===== src/rtl/intc8.sv =====
// Eight-source priority interrupt controller: synchronises irq lines, latches
// rising edges as pending, and runs the intr/inta handshake with nesting.
module intc8 #(
  parameter logic [31:0] BASE_ADDR = 32'h0000_FF00,
  parameter logic [7:0]  MASK_RST  = 8'hFF
) (
  input  logic        Clk,
  input  logic        Clr,
  input  logic [7:0]  irq,
  input  logic        inta,
  output logic        intr,
  input  logic [31:0] Addr,
  input  logic [31:0] Wdata,
  input  logic        Wmem,
  output logic [31:0] Rdata,
  output logic        hit
);

  localparam int unsigned NSRC = 8;
  localparam int unsigned IDW  = 3;

  localparam logic [2:0] OFF_PEND = 3'd0;
  localparam logic [2:0] OFF_MASK = 3'd1;
  localparam logic [2:0] OFF_ISR  = 3'd2;
  localparam logic [2:0] OFF_VEC  = 3'd3;
  localparam logic [2:0] OFF_EOI  = 3'd4;

  typedef enum logic [1:0] {IDLE, REQ, ACK} state_t;

  state_t          state, state_n;
  logic [NSRC-1:0] s1, s2, s3;
  logic [NSRC-1:0] pend, pend_n;
  logic [NSRC-1:0] mask;
  logic [NSRC-1:0] isr, isr_n;
  logic            vec_valid;
  logic [IDW-1:0]  vec_id;

  logic [NSRC-1:0] rise, cand;
  logic [3:0]      cand_low, isr_low;
  logic [IDW-1:0]  top;
  logic            eligible, wr, ack, take;
  logic [2:0]      sel;

  // Lowest set index (highest priority); NSRC when the vector is empty.
  function automatic logic [3:0] lowest(input logic [NSRC-1:0] v);
    lowest = 4'(NSRC);
    for (int i = NSRC - 1; i >= 0; i--) begin
      if (v[i]) lowest = 4'(i);
    end
  endfunction

  assign hit      = (Addr[31:5] == BASE_ADDR[31:5]);
  assign sel      = Addr[4:2];
  assign wr       = Wmem & hit;
  assign rise     = s2 & ~s3;
  assign cand     = pend & ~mask;
  assign cand_low = lowest(cand);
  assign isr_low  = lowest(isr);
  assign top      = cand_low[IDW-1:0];
  assign eligible = (cand != '0) && (cand_low < isr_low);
  assign ack      = (state == REQ) && inta;
  assign take     = ack && eligible;

  logic unused_bits;
  assign unused_bits = ^{Addr[1:0], Wdata[31:NSRC]};

  // Edge synchroniser plus delay flop for rise detection.
  always_ff @(posedge Clk or posedge Clr) begin
    if (Clr) begin
      s1 <= '0;
      s2 <= '0;
      s3 <= '0;
    end else begin
      s1 <= irq;
      s2 <= s1;
      s3 <= s2;
    end
  end

  // Pending: W1C and acknowledge clear first, so a same-cycle rise wins.
  always_comb begin
    pend_n = pend;
    if (wr && sel == OFF_PEND) pend_n = pend_n & ~Wdata[NSRC-1:0];
    if (take) pend_n[top] = 1'b0;
    pend_n = pend_n | rise;
  end

  // In-service: EOI retires the lowest set bit of the current ISR.
  always_comb begin
    isr_n = isr;
    if (wr && sel == OFF_EOI && isr != '0) isr_n[isr_low[IDW-1:0]] = 1'b0;
    if (take) isr_n[top] = 1'b1;
  end

  always_ff @(posedge Clk or posedge Clr) begin
    if (Clr) begin
      pend      <= '0;
      mask      <= MASK_RST;
      isr       <= '0;
      vec_valid <= 1'b0;
      vec_id    <= '0;
    end else begin
      pend <= pend_n;
      isr  <= isr_n;
      if (wr && sel == OFF_MASK) mask <= Wdata[NSRC-1:0];
      if (ack) begin
        vec_valid <= eligible;
        if (eligible) vec_id <= top;
      end
    end
  end

  always_ff @(posedge Clk or posedge Clr) begin
    if (Clr) begin
      state <= IDLE;
      intr  <= 1'b0;
    end else begin
      state <= state_n;
      intr  <= (state_n == REQ);
    end
  end

  // ACK always returns to IDLE so intr stays low two cycles after an acknowledge.
  always_comb begin
    state_n = state;
    case (state)
      IDLE:    if (eligible) state_n = REQ;
      REQ:     if (inta) state_n = ACK;
               else if (!eligible) state_n = IDLE;
      ACK:     state_n = IDLE;
      default: state_n = IDLE;
    endcase
  end

  always_comb begin
    Rdata = '0;
    case (sel)
      OFF_PEND: Rdata = 32'(pend);
      OFF_MASK: Rdata = 32'(mask);
      OFF_ISR:  Rdata = 32'(isr);
      OFF_VEC:  Rdata = {23'b0, vec_valid, 5'b0, vec_id};
      default:  Rdata = '0;
    endcase
  end

endmodule

===== config.mk =====
export PLATFORM = sky130hd
export DESIGN_NAME = intc8
export DESIGN_NICKNAME = d
export VERILOG_FILES = /design/src/rtl/intc8.sv
export SDC_FILE = /design/constraint.sdc
export NUM_CORES = 1
export LEC_CHECK = 0
export CORE_UTILIZATION = 40
export CTS_CLUSTER_SIZE = 28
export DETAILED_ROUTE_END_ITERATION = 16
export GPL_ROUTABILITY_DRIVEN = 0
export PLACE_DENSITY = 0.79
export SETUP_SLACK_MARGIN = 0.05
export SYNTH_ARGS = -nofsm -noshare
export SYNTH_HDL_FRONTEND = slang
export SYNTH_SLANG_ARGS = --single-unit

===== constraint.sdc =====
create_clock -name Clk -period 5.85 [get_ports Clk]
set_clock_uncertainty 0.15 [all_clocks]
set_input_delay 1.17 -clock Clk [delete_from_list [all_inputs] [get_ports Clk]]
set_output_delay 1.17 -clock Clk [all_outputs]
set_load 0.01 [all_outputs]

==> reports/metrics.cfg <==
[sta]
period_share=0.804
rsz0062_at_grt=no
setup_viol=0
max_freq_mhz=212
slew_violations=0
hold_violations=0
fin_crit_ns=4.71
worst_pin_slew_ns=0.735
tns_ns=0
slew_headroom=0.509

[critical_path]
endpoint=Rdata[5]
cpMaxStageDelayCell=clkdlybuf4s50_1
slowest_delay_ns=0.79
cp_num_buf_inv=2
crit_top_cell=clkdlybuf4s50_1
crit_arrival_ns=3.39
worstPathRequired_ns=4.53
worstSetupPathDepth=5
critPathLaunch=Addr[3]
crit_path_cell_trace=clkdlybuf4s50_1 > nor2b_1 > a21oi_1 > nor2_1 > clkdlybuf4s50_1
cp_top_family=buffers and inverters
rrSetupSlack_ns=2.35
reg2reg_from=isr[2]
reg2reg_depth=9
start_kind=primary input
critPathMaxFanout=12
criticalPathCategory=in2out
worst_setup_path_end_kind=primary output
r2r_end=pend[0]

[synth]
synth_edf_count=0
syn_area_mm2=0.00288
ys.flop_type=dfrtp_1
ys_ff_latch=55
synth_fa_ha_area_frac=0.0130
ys_top_cells_by_area=dfrtp_1 (41%), dfstp_2 (7.3%), buf_4 (6.0%)
synthXorXnorAreaFrac=0
synthSimpleGateAreaFrac=0.207
synth_top_area_share=0.408
synth_top_area_cell=dfrtp_1
async_flop_share=1.00
synth.distinct_cells=56
synthTopCellsByCount=dfrtp_1 (47), buf_4 (23), inv_1 (22)
syn_area_per_cell_um2=10.7
yosys_warnings=0
ys_seq_area_frac=0.481
yosysMostFrequentCell=dfrtp_1
synthCells=268
synth_top_family_by_area=simple AND/OR/NAND/NOR gates
synth_compound_area_frac=0.123
synth.area.mux_share=0.0825

[power_and_ir_drop]
leakage_uw=0.00154
max-vdd-ir-drop_v=0.000109
p_per_area_mw_per_mm2=192

[floorplan]
die-height_um=86.9
die_w_um=86.9
die-area_mm2=0.00754
ioPinCount=110
core-area_mm2=0.00687
num_rows=30
initial_core_util=0.419

[grt]
grt_pass1_wl_um=10600
overflow=0
grt_max_degree=56
antenna_found_initial=0
grt_usage=0.187
first_global_vias=2298

[clock_network]
cts_root_buffer=clkbuf_8
cts.path.max_buffers=2
cts_setup_buffers=0
numCtsBuffers=5
ctsResizeCount=0
hold_buffers=0
cts_tree=built
htreeDepth=2
clock_sinks=55
clk_latency_ns=0.32
cts.clk_slew.worst_paths_ns=0.09

[finish]
nets=412
finalNonFillerCells=430
drive_gt1_frac=0.132
area.growth.synth_to_final_pct=25.5
design_area_mm2=0.00361
diodes=0
fillers=625

[placement]
placed_cells=422
dpl-instance-area_mm2=0.00351
portBuffers=60
place_hpwl_um=5070

[hold_path]
min_path_type=reg2reg

[route]
via_per_inst=5.33
drtPass1Iterations=4
vias=2293
drt_iter0_drc=196
ant_nets=0
avgRoutedWirePerCell_um=15.7
wirelength_um=6750
drc=0

[flow_run]
maxCapViolCount=0

[outcome]
status=finished, final reports clean

## registers in the layout (all words and copies together), names as in the netlist
name	flops
isr	8
s1	8
vec_valid	1
vec_id	3
mask	8
intr	1
pend	8
s3	8
state	2
s2	8
## report_power, final
group | internal (µW) | switching (µW) | leakage (µW)
clock network | 96.9 | 127 | 0.0000474
logic | 42.7 | 34.7 | 0.000891
registers | 390 | 3.28 | 0.000601
## logic make-up (layout without fill, tap and decap cells)
| logic type | Yosys count | in the layout |
|---|---|---|
| mux | 16 | 16 |
| simple gates | 97 | 97 |
| flops | 55 | 55 |
| compound gates | 48 | 48 |
| buf+inv | 48 | 92 |
| other cells | 1 | 23 |
| fa+ha+maj | 3 | 3 |
## area by class of cell
class	count	area, µm²	share of cell area
inverters	22	82.6	0.0229
clock buffers	6	82.6	0.0229
clock inverters	2	16.3	0.00450
repair buffers	62	616	0.170
well taps	96	120	0.0332
flip-flops and latches	55	1390	0.384
multi-input cells	187	1310	0.363
## worst min-delay path by stage
stage,slack [ns],start,cells after the start,end
2_1_floorplan,0.18,s1[0],0,s2[0]
3_3_place_gp,0.18,s1[2],0,s2[2]
3_5_place_dp,0.19,s1[2],0,s2[2]
4_1_cts,0.21,s1[2],0,s2[2]
5_1_grt,0.22,s1[1],0,s2[1]
6_report,0.21,s1[3],0,s2[3]
## per-layer routing
| layer | track usage | part of all wire |
|---|---|---|
| met1 | 0.229 | 0.41 |
| met2 | 0.318 | 0.48 |
| met3 | 0.0389 | 0.089 |
| met4 | 0.0833 | 0.024 |
| met5 | 0 | 0 |
## layout by cell type (no fill, tap or decap), types with 6 or more instances in the layout
cell and count:
a21oi_1 9, a32o_1 8, clkbuf_8 6, clkdlybuf4s50_1 60, conb_1 23, dfrtp_1 47
dfstp_2 8, inv_1 21, mux2_4 8, nand2_1 12, nand2b_1 9, nand3_1 14
nand4_1 7, nor2_1 14, nor3_1 7, o21ai_0 6
## stage by stage
step	setup WS, ns	hold WS (ns)	power [µW]	utilization
2_1_floorplan	2.34	0.181	440	-
3_3_place_gp	1.20	0.182	477	0.512
3_5_place_dp	1.19	0.187	478	0.512
4_1_cts	1.18	0.209	703	0.526
5_1_grt	1.06	0.217	722	0.526
6_report	1.14	0.206	695	0.526
Power figures use the tool's default switching activity.
